`src/rtl/bus_generator_arbiter_pkg.sv`:
```
// Shared types and constants for the shared-bus round-robin arbiter.
package bus_generator_arbiter_pkg;
  typedef enum logic [1:0] {ST_IDLE, ST_POP, ST_PUSH, ST_GAP} state_e;
  localparam int ID_W = 8;
  localparam logic [ID_W-1:0] BCAST_DEF = 8'hFF;
endpackage

```
`src/rtl/bus_generator_arbiter_rr_arbiter.sv`:
```
// Combinational round-robin picker: first requester strictly after i_ptr, wrapping.
module rr_arbiter #(
  parameter int N  = 4,
  parameter int IW = $clog2(N)
) (
  input  logic [N-1:0]  i_req,
  input  logic [IW-1:0] i_ptr,
  output logic [N-1:0]  o_gnt,
  output logic [IW-1:0] o_idx,
  output logic          o_any
);
  logic w_found;
  int   w_c;

  assign o_any = |i_req;

  always_comb begin
    o_gnt   = '0;
    o_idx   = '0;
    w_found = 1'b0;
    w_c     = 0;
    // k = N revisits the pointer itself, so a lone requester at ptr still wins
    for (int k = 1; k <= N; k++) begin
      w_c = int'(i_ptr) + k;
      if (w_c >= N) w_c = w_c - N;
      if (!w_found && i_req[w_c]) begin
        w_found     = 1'b1;
        o_gnt[w_c]  = 1'b1;
        o_idx       = IW'(w_c);
      end
    end
  end
endmodule

```
`src/rtl/bus_generator_arbiter.sv`:
```
// Shared-bus model: per bus, grant one pending device, pop its head, push to the decoded destination.
module bus_generator_arbiter
  import bus_generator_arbiter_pkg::*;
#(
  parameter int              bits      = 1,
  parameter int              drvrs     = 4,
  parameter int              pckg_sz   = 16,
  parameter logic [ID_W-1:0] broadcast = BCAST_DEF
) (
  input  logic                                    clk,
  input  logic                                    reset,
  input  logic [bits-1:0][drvrs-1:0]              pndng,
  output logic [bits-1:0][drvrs-1:0]              push,
  output logic [bits-1:0][drvrs-1:0]              pop,
  input  logic [bits-1:0][drvrs-1:0][pckg_sz-1:0] D_pop,
  output logic [bits-1:0][drvrs-1:0][pckg_sz-1:0] D_push
);
  localparam int IW = $clog2(drvrs);

  for (genvar b = 0; b < bits; b++) begin : g_bus
    state_e             r_state, w_next;
    logic [IW-1:0]      r_ptr, w_idx;
    logic [drvrs-1:0]   r_gnt, w_gnt, w_pop, w_push;
    logic               w_any;
    logic [pckg_sz-1:0] r_pkt, r_dpush;
    logic [ID_W-1:0]    w_dest;

    rr_arbiter #(.N(drvrs), .IW(IW)) u_arb (
      .i_req (pndng[b]),
      .i_ptr (r_ptr),
      .o_gnt (w_gnt),
      .o_idx (w_idx),
      .o_any (w_any)
    );

    assign w_dest = r_pkt[pckg_sz-1 -: ID_W];

    always_ff @(posedge clk) begin
      if (reset) r_state <= ST_IDLE;
      else       r_state <= w_next;
    end

    always_comb begin
      w_next = r_state;
      w_pop  = '0;
      w_push = '0;
      case (r_state)
        ST_IDLE: if (w_any) w_next = ST_POP;
        ST_POP: begin
          w_pop  = r_gnt;
          w_next = ST_PUSH;
        end
        ST_PUSH: begin
          // out-of-range IDs and self-addressed packets match no j and are dropped
          for (int j = 0; j < drvrs; j++) begin
            if (w_dest == broadcast) w_push[j] = (r_ptr != IW'(j));
            else                     w_push[j] = (w_dest == ID_W'(j)) && (r_ptr != IW'(j));
          end
          w_next = ST_GAP;
        end
        default: w_next = ST_IDLE;
      endcase
    end

    // grant index doubles as the round-robin pointer
    always_ff @(posedge clk) begin
      if (reset) begin
        r_ptr   <= IW'(drvrs - 1);
        r_gnt   <= '0;
        r_pkt   <= '0;
        r_dpush <= '0;
      end else begin
        if (r_state == ST_IDLE && w_any) begin
          r_ptr <= w_idx;
          r_gnt <= w_gnt;
          r_pkt <= D_pop[b][w_idx];
        end
        if (r_state == ST_POP) r_dpush <= r_pkt;
      end
    end

    assign pop[b]  = w_pop;
    assign push[b] = w_push;
    for (genvar j = 0; j < drvrs; j++) begin : g_dout
      assign D_push[b][j] = r_dpush;
    end
  end
endmodule

```
`config.mk`:
```
export PLATFORM = sky130hd
export DESIGN_NAME = bus_generator_arbiter
export DESIGN_NICKNAME = d
export VERILOG_FILES = /design/src/rtl/bus_generator_arbiter_pkg.sv /design/src/rtl/bus_generator_arbiter_rr_arbiter.sv /design/src/rtl/bus_generator_arbiter.sv
export SDC_FILE = /design/constraint.sdc
export NUM_CORES = 1
export LEC_CHECK = 0
export ABC_AREA = 1
export BUFFER_PORTS_ARGS = -buffer_cell sky130_fd_sc_hd__buf_2
export CAP_MARGIN = 20
export CORE_UTILIZATION = 44
export CTS_CLUSTER_SIZE = 14
export DETAILED_ROUTE_END_ITERATION = 7
export MAX_ROUTING_LAYER = met4
export PLACE_DENSITY_LB_ADDON = 0.15
export SYNTH_ARGS = -nofsm -noshare
export SYNTH_HDL_FRONTEND = slang
export SYNTH_SLANG_ARGS = --single-unit
export TNS_END_PERCENT = 5
```
`constraint.sdc`:
```
create_clock -name clk -period 2.05 [get_ports clk]
set_input_delay 0.205 -clock clk [delete_from_list [all_inputs] [get_ports clk]]
set_output_delay 0.205 -clock clk [all_outputs]
set_load 0.01 [all_outputs]
```
==> summary.md, run 1 <==
| Metric | Value |
|---|---|
| Critical Path Start Type | flop |
| Final setup skew | roughly 0.0046 ns |
| Final weighted congestion in routability-driven placement | between 0.8 and 0.9 |
| Synthesized area divided by synthesized cell count | around 6.4 µm² |
| R2R Path End | g_bus[0].r_pkt[13] |
| End of the critical path | g_bus[0].r_pkt[13] |
| Final-report setup violation count | 0 |
| Post-Synthesis Net Count | 601 |
| Cell family with the largest share of critical-path delay | simple AND/OR/NAND/NOR gates |
| Required time of the critical path | approximately 2.2 ns |
| Worst EP arrival | roughly 2.2 ns |
| Net count of the finished layout | 697 |
| Largest voltage drop on the vdd net | ~0.75 mV |
| Tightest hold margin | just over 0.3 ns |
| Number of antenna diodes | 0 |
| Reg power frac | 0.182 |
| Register-to-register setup slack | 0.06 ns |
| Gr ovfl total | 0 |
| Cell at the root of the clock tree | sky130_fd_sc_hd__clkbuf_8 |
| CTS sink count | 40 |
| Power density relative to cell area | about 1800 nW/µm² |
| Synth unique cells | 33 |
| Leakage Power | 2.46 nW |
| Number of cells on the worst hold path | 7 |
| Final routed DRC violation total | 0 |
| Proportion of power drawn by combinational gates | 0.730 |
| Buffer count from post-CTS setup fixing | 0 |
| Antenna viol nets, final | 0 |
| Unrepaired setup endpoints after global routing | yes |
| Relative slew slack | 0.673 |
| Clock transition at the registers of the reported paths | 0.08 ns |
| Die Wd | between 80 and 90 µm |
| Vias in the first global route | 2873 |
| CP peak stage delay | about 0.38 ns |
| Filler instances | between 700 and 800 |
| Proportion of total power due to net switching | 0.513 |
| Detailed Place HPWL | about 6100 µm |
| CP Cell Sequence | inv_6, ha_4, nand3_2, nand2_8, nor2_4, nand2_1, nand2_1, nand2_4, clkbuf_16, nand3_1, nand3_1, nand3_1, nand2_1, inv_1 |
| Result of the run | completed |
| Worst setup EP type | flop |
| Gate Count Post-Synth | about 520 |
| Total length of routed wires | slightly above 8000 µm |
| Startpoint-to-endpoint class of the critical path | reg2reg |
| Sequential cell area | ~810 µm² |
| Number of warning messages in the yosys log | 0 |
| Top-level port count | about 140 |
| Start point of the critical path | g_bus[0].r_ptr[0] |
| Placeable Area | slightly above 7000 µm² |
| Number of vias per cell after detailed routing | roughly 4.7 |
| Number of buffers added on ports | between 100 and 150 |
| Overall routing resource usage | 0.212 |
| Max stage delay cell, worst path | sky130_fd_sc_hd__dfxtp_4 |
| # H-tree levels | 2 |
| Die area | slightly below 8000 µm² |
| Number of buffers and inverters on the critical path | 3 |
| Share of the yosys chip area belonging to registers | 0.241 |
| Slew @ Worst Pin | about 0.49 ns |
| R2r worst-path depth | 14 |
| Int Power | ~3.6 mW |
| Area of the multi-input gates | 1680 µm² |
| R2r startpoint | g_bus[0].r_ptr[0] |
| Antenna violations before repair | 0 |
| Clock network power share | 0.087 |
| Fin Setup TNS | 0 ns |
| Die Height | between 80 and 90 µm |
| Clk buf depth | 2 |
| Post-synthesis to final-layout area growth | 22.8% |
| Clock insertion delay at the later pin of the skew report | around 0.29 ns |
| CTS Hold Buffers Added | 0 |
| Synthesized area | about 3300 µm² |
| Min Tclk post-route | a little under 2 ns |
| TritonCTS clock tree | built |
| Starting Density | 0.457 |
| Total iterations of the first detailed-routing run | 4 |
| Final hold violation count | 0 |
| Number of gates on the worst path with buffers counted | 14 |
| Final clock period utilization by the worst path | 0.969 |
| Share of post-route cells with drive strength above 1 | 0.321 |
| Via count of the routed design | approximately 3400 |
| Starting DRC count in detailed routing | about 170 |
| Max-Cap Viols | 0 |
| Maximum number of pins on one net before global-route repair | 34 |
| Worst min-delay path class | in2reg |
| Number of buffers created by CTS | 5 |
| First-pass GRT wire length | 12900 µm |
| Row count | 31 |
| Synth Register Bits | 40 |
| Reported net switching power | between 3 and 4 mW |
| Final-report max-slew violation count | 0 |
| Worst-path fanout max | 16 |
| Highest Clock Rate | 0.504 GHz |
| WL/cell | around 12 µm |
[cells by family (layout without fill, tap and decap cells)]
group | Yosys count | count (layout) | share of synthesized area
simple gates | 223 | 224 | 0.329
buf+inv | 182 | 278 | 0.278
compound gates | 62 | 62 | 0.106
flops | 40 | 40 | 0.241
fa+ha+maj | 12 | 12 | 0.0453
[power by group through the flow]
| stage | sequential [mW] | combinational [mW] | clock, mW |
|---|---|---|---|
| after floorplan | 1.41 | 4.04 | 0 |
| after global placement | 1.35 | 4.92 | 0 |
| after detailed placement | 1.37 | 4.93 | 0 |
| after CTS | 1.36 | 5.05 | 0.672 |
| after global routing | 1.43 | 6.10 | 0.702 |
| final | 1.36 | 5.45 | 0.653 |
[through the flow]
stage | setup WS, ns | std cells | instance area (µm²) | utilization | power, mW
after floorplan | -0.00427 | 519 | 3330 | - | 5.44
after global placement | -0.0178 | 704 | 3820 | 0.527 | 6.28
after detailed placement | -0.0419 | 704 | 3820 | 0.527 | 6.31
after CTS | 0.0147 | 712 | 3960 | 0.546 | 7.08
after global routing | -0.0482 | 715 | 4070 | 0.562 | 8.23
final | 0.0641 | 715 | 4070 | 0.562 | 7.47
[timing repair]
| action | in CTS | in global routing |
|---|---|---|
| endpoints found under the setup margin | 6 | 20 |
| resized for setup | 4 | 10 |
| cloned | 0 | 3 |
| pin swaps | 0 | 6 |
[sequential cells by signal, summed over array words and instances, names as in the netlist]
register and count:
g_bus.r_dpush 16, g_bus.r_gnt 4, g_bus.r_state 2, g_bus.r_pkt 16, g_bus.r_ptr 2
[final cells by class]
class                   instances  area share
multi-input cells             298       0.412
well taps                      99      0.0304
clock inverters                 3      0.0117
clock buffers                   5      0.0169
repair buffers                159       0.227
flip-flops and latches         40       0.198
inverters                     111       0.105
[layer usage]
metal,vias up,share of wire,global-route usage
met5,-,0,-
met4,0,0.0087,0.0469
met3,4,0.060,0.0243
met2,141,0.44,0.322
met1,1465,0.49,0.301
li1,1776,-,-
[synthesized netlist by cell type]
master                     count  area [µm²]
sky130_fd_sc_hd__o21bai_1      1        7.51
sky130_fd_sc_hd__nand2_2       1        6.26
sky130_fd_sc_hd__o21ai_0      23         115
sky130_fd_sc_hd__nand4_2       1        12.5
sky130_fd_sc_hd__nand4_1       4        25.0
sky130_fd_sc_hd__ha_1         12         150
sky130_fd_sc_hd__a41oi_1       5        43.8
sky130_fd_sc_hd__nand2_1      84         315
sky130_fd_sc_hd__nor4_1        3        18.8
sky130_fd_sc_hd__a31oi_1       1        6.26
sky130_fd_sc_hd__o21ai_1       1        5.00
sky130_fd_sc_hd__nor2_1       26        97.6
sky130_fd_sc_hd__inv_1       109         409
sky130_fd_sc_hd__nor2_8        1        20.0
sky130_fd_sc_hd__buf_4        50         375
sky130_fd_sc_hd__nor3_1        3        15.0
sky130_fd_sc_hd__a21oi_1      24         120
sky130_fd_sc_hd__buf_2         4        20.0
sky130_fd_sc_hd__inv_6         1        8.76
sky130_fd_sc_hd__nand4_4       1        21.3
sky130_fd_sc_hd__nand3_2       3        30.0
sky130_fd_sc_hd__inv_4         1        6.26
sky130_fd_sc_hd__a221oi_1      1        8.76
sky130_fd_sc_hd__dfxtp_1      40         801
sky130_fd_sc_hd__nor2_4        1        11.3
sky130_fd_sc_hd__a211oi_1      2        15.0
sky130_fd_sc_hd__nand2_4       7        78.8
sky130_fd_sc_hd__clkbuf_1     11        41.3
sky130_fd_sc_hd__buf_1         1        3.75
sky130_fd_sc_hd__nand3_1      88         440
sky130_fd_sc_hd__a22oi_1       3        22.5
sky130_fd_sc_hd__o21ai_2       1        8.76
sky130_fd_sc_hd__buf_6         5        56.3
[how the worst min path moves through the flow]
| stage | from | end | slack (ns) |
|---|---|---|---|
| CTS | D_pop[58] | g_bus[0].r_pkt[10] | 0.30 |
| global placement | g_bus[0].r_pkt[0] | g_bus[0].r_dpush[0] | 0.47 |
| detailed placement | g_bus[0].r_pkt[2] | g_bus[0].r_dpush[2] | 0.48 |
| global route | D_pop[58] | g_bus[0].r_pkt[10] | 0.33 |
| floorplan | reset | g_bus[0].r_gnt[2] | 0.39 |
| finish | D_pop[58] | g_bus[0].r_pkt[10] | 0.31 |
[tightest hold or removal path, delay by kind of cell]
family | cells | cell delay (ns)
AND/OR/NAND/NOR | 4 | 0.22
buffers and inverters | 3 | 0.15
[placed cells by master (no fill, tap or decap), types with 2 or more instances in the layout]
| cell type | n |
|---|---|
| sky130_fd_sc_hd__nand2_8 | 2 |
| sky130_fd_sc_hd__buf_4 | 10 |
| sky130_fd_sc_hd__ha_1 | 11 |
| sky130_fd_sc_hd__a211oi_1 | 2 |
| sky130_fd_sc_hd__buf_6 | 3 |
| sky130_fd_sc_hd__nor4_2 | 2 |
| sky130_fd_sc_hd__buf_12 | 3 |
| sky130_fd_sc_hd__nor3_1 | 3 |
| sky130_fd_sc_hd__nand2_2 | 2 |
| sky130_fd_sc_hd__nand3_1 | 85 |
| sky130_fd_sc_hd__inv_4 | 2 |
| sky130_fd_sc_hd__nand2_1 | 83 |
| sky130_fd_sc_hd__buf_2 | 141 |
| sky130_fd_sc_hd__a21oi_1 | 24 |
| sky130_fd_sc_hd__dfxtp_1 | 38 |
| sky130_fd_sc_hd__clkbuf_8 | 5 |
| sky130_fd_sc_hd__nand2_4 | 6 |
| sky130_fd_sc_hd__clkinv_4 | 2 |
| sky130_fd_sc_hd__nand3_2 | 6 |
| sky130_fd_sc_hd__a41oi_1 | 5 |
| sky130_fd_sc_hd__nor2_1 | 25 |
| sky130_fd_sc_hd__a22oi_1 | 3 |
| sky130_fd_sc_hd__inv_1 | 107 |
| sky130_fd_sc_hd__clkbuf_16 | 2 |
| sky130_fd_sc_hd__o21ai_0 | 23 |
| sky130_fd_sc_hd__nand4_1 | 4 |
Power figures use the tool's default switching activity.
==> run 2, diff against run 1 <==
- PLACE_DENSITY: not set -> 0.83
- PLACE_DENSITY_LB_ADDON: 0.15 -> not set
==> summary.md, run 2 (synthesis gave the netlist of run 1 again) <==
| Metric | Value |
|---|---|
| Final-report setup violation count | 0 (unchanged) |
| Die Height | 88.8 µm (unchanged) |
| Row count | 31 (unchanged) |
| Number of buffers created by CTS | 5 (unchanged) |
| Overall routing resource usage | 0.214 (+0.00167) |
| Antenna viol nets, final | 0 (unchanged) |
| Startpoint-to-endpoint class of the critical path | reg2reg |
| Critical Path Start Type | flop |
| Leading cell types in the layout, fill and taps excluded | sky130_fd_sc_hd__buf_2, sky130_fd_sc_hd__inv_1, sky130_fd_sc_hd__nand3_1 |
| Worst-path fanout max | 8 (-8) |
| Result of the run | completed |
| R2R Path End | g_bus[0].r_pkt[8] |
| First-pass GRT wire length | 13000 µm (+0.33%) |
| Register-to-register setup slack | 0.05 ns (-0.02 ns) |
| Number of vias per cell after detailed routing | 4.88 (+3.0%) |
| CP peak stage delay | 0.38 ns (about the same) |
| Fin Setup TNS | 0 ns (unchanged) |
| Number of buffers added on ports | 141 (unchanged) |
| Relative slew slack | 0.683 (+0.0104) |
| Endpoint of the worst hold path | g_bus[0].r_pkt[7] |
| Leakage Power | 2.54 nW (+3.4%) |
| Final routed DRC violation total | 0 (unchanged) |
| R2r worst-path depth | 14 (unchanged) |
| Antenna violations before repair | 0 (unchanged) |
| Worst Min Path Start | D_pop[55] |
| Final hold violation count | 0 (unchanged) |
| Vias in the first global route | 2874 (+0.035%) |
| Die area | 7890 µm² (unchanged) |
| Starting DRC count in detailed routing | 197 (+14%) |
| Min Tclk post-route | 2.00 ns (+0.0171 ns) |
| Highest Clock Rate | 0.499 GHz (-0.85%) |
| Detailed Place HPWL | 6320 µm (+3.0%) |
| Top-level port count | 142 (unchanged) |
| Cell at the root of the clock tree | sky130_fd_sc_hd__clkbuf_8 |
| TritonCTS clock tree | built |
| Required time of the critical path | 2.26 ns (+0.02 ns) |
| Unrepaired setup endpoints after global routing | yes |
| Final setup skew | 0.00683 ns (+0.00227 ns) |
| Worst EP arrival | 2.21 ns (+0.03 ns) |
| Final weighted congestion in routability-driven placement | 0.825 (-3.4%) |
| Total length of routed wires | 8990 µm (+8.9%) |
| Die Wd | 88.8 µm (unchanged) |
| WL/cell | 12.4 µm (+7.3%) |
| Via count of the routed design | 3542 (+4.6%) |
| Post-layout power | 7.94 mW (+6.3%) |
| Gr ovfl total | 0 (unchanged) |
| Clock insertion delay at the later pin of the skew report | 0.30 ns (about the same) |
| R2r startpoint | g_bus[0].r_ptr[0] |
| Filler instances | 705 (-4.6%) |
| # H-tree levels | 2 (unchanged) |
| CP Cell Sequence | inv_6, ha_4, inv_4, nand2_4, nand2_8, o21ai_2, nand2_2, nand2_8, buf_4, nand3_1, nand3_1, nand3_1, nand2_1, inv_1 |
| Max stage delay cell, worst path | sky130_fd_sc_hd__dfxtp_4 |
| Regs by FF count | g_bus.r_dpush x16, g_bus.r_pkt x16, g_bus.r_gnt x4 |
| Worst min-delay path class | in2reg |
| Placeable Area | 7250 µm² (unchanged) |
| Power density relative to cell area | 1870 nW/µm² (+2.3%) |
| Slew @ Worst Pin | 0.475 ns (-0.0156 ns) |
| Post-synthesis to final-layout area growth | 27.7% |
| Maximum number of pins on one net before global-route repair | 34 (unchanged) |
| Largest voltage drop on the vdd net | 0.659 mV (-12%) |
| Most common library cell in the layout ignoring fill and taps | sky130_fd_sc_hd__buf_2 |
| Share of post-route cells with drive strength above 1 | 0.333 (+0.0119) |
| Starting Density | 0.457 (unchanged) |
| Library cell appearing most often on the critical path | sky130_fd_sc_hd__nand3_1 |
| CTS sink count | 40 (unchanged) |
| Number of cells on the worst hold path | 7 (unchanged) |
| Clock transition at the registers of the reported paths | 0.09 ns (about the same) |
| Number of antenna diodes | 0 (unchanged) |
| Clk buf depth | 2 (unchanged) |
| Worst slack at placement | -0.0622 ns (-0.0203 ns) |
| Net count of the finished layout | 708 (+1.6%) |
| Total iterations of the first detailed-routing run | 5 (+1) |
| Final-report max-slew violation count | 0 (unchanged) |
| Max-Cap Viols | 0 (unchanged) |
| Worst setup EP type | flop |
| Fin worst setup slack | 0.0470 ns (-0.0171 ns) |
| Final clock period utilization by the worst path | 0.977 (+0.00832) |
[run 2: cell count changes in the layout (fill, tap and decap cells not counted), sizes merged]
cell / previous run / this run
inv: 111 / 112
buf: 157 / 166
nand2: 93 / 94
clkinvlp: 0 / 1
clkbuf: 7 / 8
clkinv: 2 / 0
[run 2: worst max-delay path by stage]
stage	from	end	slack, ns	depth (start not counted)
floorplan	g_bus[0].r_ptr[0]	g_bus[0].r_pkt[12]	-0.004	16
global placement	g_bus[0].r_ptr[0]	g_bus[0].r_pkt[14]	0.006	12
detailed placement	g_bus[0].r_ptr[0]	g_bus[0].r_pkt[14]	-0.06	12
CTS	g_bus[0].r_ptr[0]	g_bus[0].r_pkt[1]	0.00001	15
global route	g_bus[0].r_ptr[0]	g_bus[0].r_pkt[1]	-0.04	14
finish	g_bus[0].r_ptr[0]	g_bus[0].r_pkt[8]	0.05	14
[run 2: routing by layer]
metal  part of all wire  track usage
met5                  0            -
met1               0.46        0.293
met2               0.46        0.335
met3              0.069       0.0271
met4              0.014       0.0499
[run 2: power by group]
part,switching (mW),internal [mW]
combinational,3.52,2.38
sequential,0.262,1.11
clock,0.307,0.367
[run 2: area by class of cell]
cell class / count / area (µm²) / share of cell area
clock buffers: 5 / 68.8 / 0.0162
clock inverters: 3 / 46.3 / 0.0109
inverters: 111 / 427 / 0.101
multi-input cells: 299 / 1730 / 0.409
flip-flops and latches: 40 / 806 / 0.190
well taps: 99 / 124 / 0.0292
repair buffers: 169 / 1030 / 0.244
[run 2: timing repair]
| item | in CTS | in global routing |
|---|---|---|
| endpoints found under the hold margin | 0 | 0 |
| gates resized for setup | 6 | 18 |
| setup endpoints to repair | 16 | 18 |
| gates cloned | 0 | 5 |
| hold buffers | 0 | 0 |
| buffers inserted | 3 | 3 |
| pin swaps | 1 | 6 |
[run 2: metrics by stage]
| step | utilization | hold WS [ns] | instance area [µm²] | instances |
|---|---|---|---|---|
| global placement | 0.528 | 0.463 | 3830 | 707 |
| floorplan | - | 0.388 | 3330 | 519 |
| global route | 0.584 | 0.335 | 4240 | 726 |
| finish | 0.584 | 0.304 | 4240 | 726 |
| detailed placement | 0.528 | 0.474 | 3830 | 707 |
| CTS | 0.552 | 0.297 | 4000 | 718 |
[run 2: worst max-delay path: cells and delay by family, from the launching register on]
kind            cells  cell delay [ns]
simple gates        8             0.80
flops               1             0.38
compound gates      1             0.14
buf+inv             4             0.29
fa+ha+maj           1             0.28
==> run 3, diff against run 2 <==
- ABC_CLOCK_PERIOD_IN_PS: not set -> 1720
- clock period: 2.05 -> 1.72 ns (I/O delays scaled with it)
==> summary.md, run 3 (synthesis gave the netlist of run 1 again) <==
| Metric | Value |
|---|---|
| Result of the run | finished, violations left |
| Violated checks | negative setup slack |
| Required time of the critical path | 1.97 ns (-0.29 ns) |
| Relative slew slack | 0.673 (-0.0107) |
| Finished Core Util | 0.631 (+0.0474) |
| Min Tclk post-route | 2.05 ns (+0.0425 ns) |
| Number of buffers added on ports | 141 (unchanged) |
| First-pass GRT wire length | 14200 µm (+9.4%) |
| Overall routing resource usage | 0.236 (+0.0222) |
| Final-report max-slew violation count | 0 (unchanged) |
| Antenna violations before repair | 0 (unchanged) |
| Gr ovfl total | 0 (unchanged) |
| Row count | 31 (unchanged) |
| TritonCTS clock tree | built |
| Clock insertion delay at the later pin of the skew report | 0.30 ns (about the same) |
| Clock transition at the registers of the reported paths | 0.09 ns (about the same) |
| Regs by FF count | g_bus.r_dpush x16, g_bus.r_pkt x16, g_bus.r_gnt x4 |
| Largest voltage drop on the vdd net | 1.18 mV (+79%) |
| Max stage delay cell, worst path | sky130_fd_sc_hd__dfxtp_4 |
| Die Wd | 88.8 µm (unchanged) |
| Worst min-delay path class | in2reg |
| Top-level port count | 142 (unchanged) |
| Post-synthesis to final-layout area growth | 38.1% |
| Vias in the first global route | 3117 (+8.5%) |
| Final hold violation count | 0 (unchanged) |
| Fin worst setup slack | -0.325 ns (-0.372 ns) |
| Number of standard cells in the final layout excluding fillers | 739 (+1.8%) |
| Maximum number of pins on one net before global-route repair | 34 (unchanged) |
| Share of post-route cells with drive strength above 1 | 0.406 (+0.0729) |
| Tightest hold margin | 0.268 ns (-0.0353 ns) |
| CTS sink count | 40 (unchanged) |
| Placeable Area | 7250 µm² (unchanged) |
| Final-report setup violation count | 26 (+26) |
| Leading cell types in the layout, fill and taps excluded | sky130_fd_sc_hd__buf_2, sky130_fd_sc_hd__inv_1, sky130_fd_sc_hd__nand2_1 |
| Max-Cap Viols | 0 (unchanged) |
| Starting DRC count in detailed routing | 252 (+28%) |
| # H-tree levels | 2 (unchanged) |
| Total iterations of the first detailed-routing run | 5 (unchanged) |
| Worst EP arrival | 2.30 ns (+0.09 ns) |
| Final setup skew | 0.00806 ns (+0.00123 ns) |
| Net count of the finished layout | 721 (+1.8%) |
| WL/cell | 13.9 µm (+12%) |
| Final weighted congestion in routability-driven placement | 0.886 (+7.4%) |
| Number of vias per cell after detailed routing | 5.11 (+4.8%) |
| CP Cell Sequence | inv_8, ha_4, inv_6, nand2_4, nand2_8, nor2_8, nand4_4, buf_6, buf_12, nand3_1, nand3_2, nand3_2, nand2_1, inv_1 |
| Detailed Place HPWL | 6700 µm (+6.0%) |
| Placed instance count | 715 (+1.1%) |
| Number of antenna diodes | 0 (unchanged) |
| Antenna viol nets, final | 0 (unchanged) |
| Die area | 7890 µm² (unchanged) |
| Most common library cell in the layout ignoring fill and taps | sky130_fd_sc_hd__buf_2 |
| Die Height | 88.8 µm (unchanged) |
| Unrepaired setup endpoints after global routing | yes |
| Final routed DRC violation total | 0 (unchanged) |
| Library cell appearing most often on the critical path | sky130_fd_sc_hd__nand3_2 |
| Post-layout power | 11.0 mW (+39%) |
| Startpoint-to-endpoint class of the critical path | reg2reg |
| Clk buf depth | 2 (unchanged) |
| CP peak stage delay | 0.38 ns (about the same) |
| Worst setup EP type | flop |
| Highest Clock Rate | 0.489 GHz (-2.1%) |
| Power density relative to cell area | 2410 nW/µm² (+28%) |
| Via count of the routed design | 3777 (+6.6%) |
| Slew @ Worst Pin | 0.491 ns (+0.0161 ns) |
| Leakage Power | 2.68 nW (+5.5%) |
| Number of buffers created by CTS | 5 (unchanged) |
| Fin Setup TNS | -5.37 ns (-5.37 ns) |
| Total length of routed wires | 10300 µm (+14%) |
| Critical Path Start Type | flop |
| Starting Density | 0.457 (unchanged) |
| Final clock period utilization by the worst path | 1.19 (+0.212) |
| Cell at the root of the clock tree | sky130_fd_sc_hd__clkbuf_8 |
| Worst-path fanout max | 16 (+8) |
## run 3: cell types whose count changed in the layout (fill, tap and decap cells not counted), sizes merged
cell    change
nand2       +3
buf        +11
clkbuf      -1
## run 3: cell type report
type	instances	area, µm²
flip-flops and latches	40	807
well taps	99	124
fillers	614	2670
inverters	111	434
clock buffers	5	68.8
repair buffers	179	1130
multi-input cells	302	1960
clock inverters	3	46.3
## run 3: stage by stage
step           cell area (µm²)  worst slack (ns)
6_report                  4580            -0.325
5_1_grt                   4580            -0.385
4_1_cts                   4150            -0.233
3_5_place_dp              3930            -0.286
3_3_place_gp              3930            -0.206
2_1_floorplan             3360            -0.262
## run 3: timing repair
item                                   in CTS  in global routing
gates cloned                                1                  7
buffers inserted                            0                  8
gates resized for setup                    15                 57
endpoints found under the hold margin       0                  0
hold buffers                                0                  0
pin swaps                                   3                 33
setup endpoints to repair                  31                 30
## run 3: per-layer routing
| layer | GRT usage | vias to the layer above | routed length [µm] |
|---|---|---|---|
| met5 | - | - | 0 |
| met4 | 0.0733 | 0 | 263 |
| met3 | 0.0326 | 26 | 832 |
| met2 | 0.379 | 221 | 4980 |
| met1 | 0.307 | 1700 | 4200 |
| li1 | - | 1830 | - |
## run 3: worst max-delay path, delay by kind of cell, from the launching register on
family / cells / cell delay, ns
flip-flops: 1 / 0.38
AND/OR/NAND/NOR: 8 / 0.86
buffers and inverters: 5 / 0.46
adder cells (fa/ha/maj): 1 / 0.29
## run 3: where the power goes
part           internal (mW)  total (mW)  switching [mW]
registers               1.32        1.63           0.303
logic                   3.52        8.58            5.07
clock network          0.437       0.807           0.370
## run 3: path summary, 6_finish.rpt
path,from,endpoint,slack (ns),cells after the start
max reg2reg,g_bus[0].r_ptr[0],g_bus[0].r_pkt[11],-0.33,14
min reg2reg,g_bus[0].r_pkt[2],g_bus[0].r_dpush[2],0.52,2
max,g_bus[0].r_ptr[0],g_bus[0].r_pkt[11],-0.33,14
min,D_pop[48],g_bus[0].r_pkt[0],0.27,7
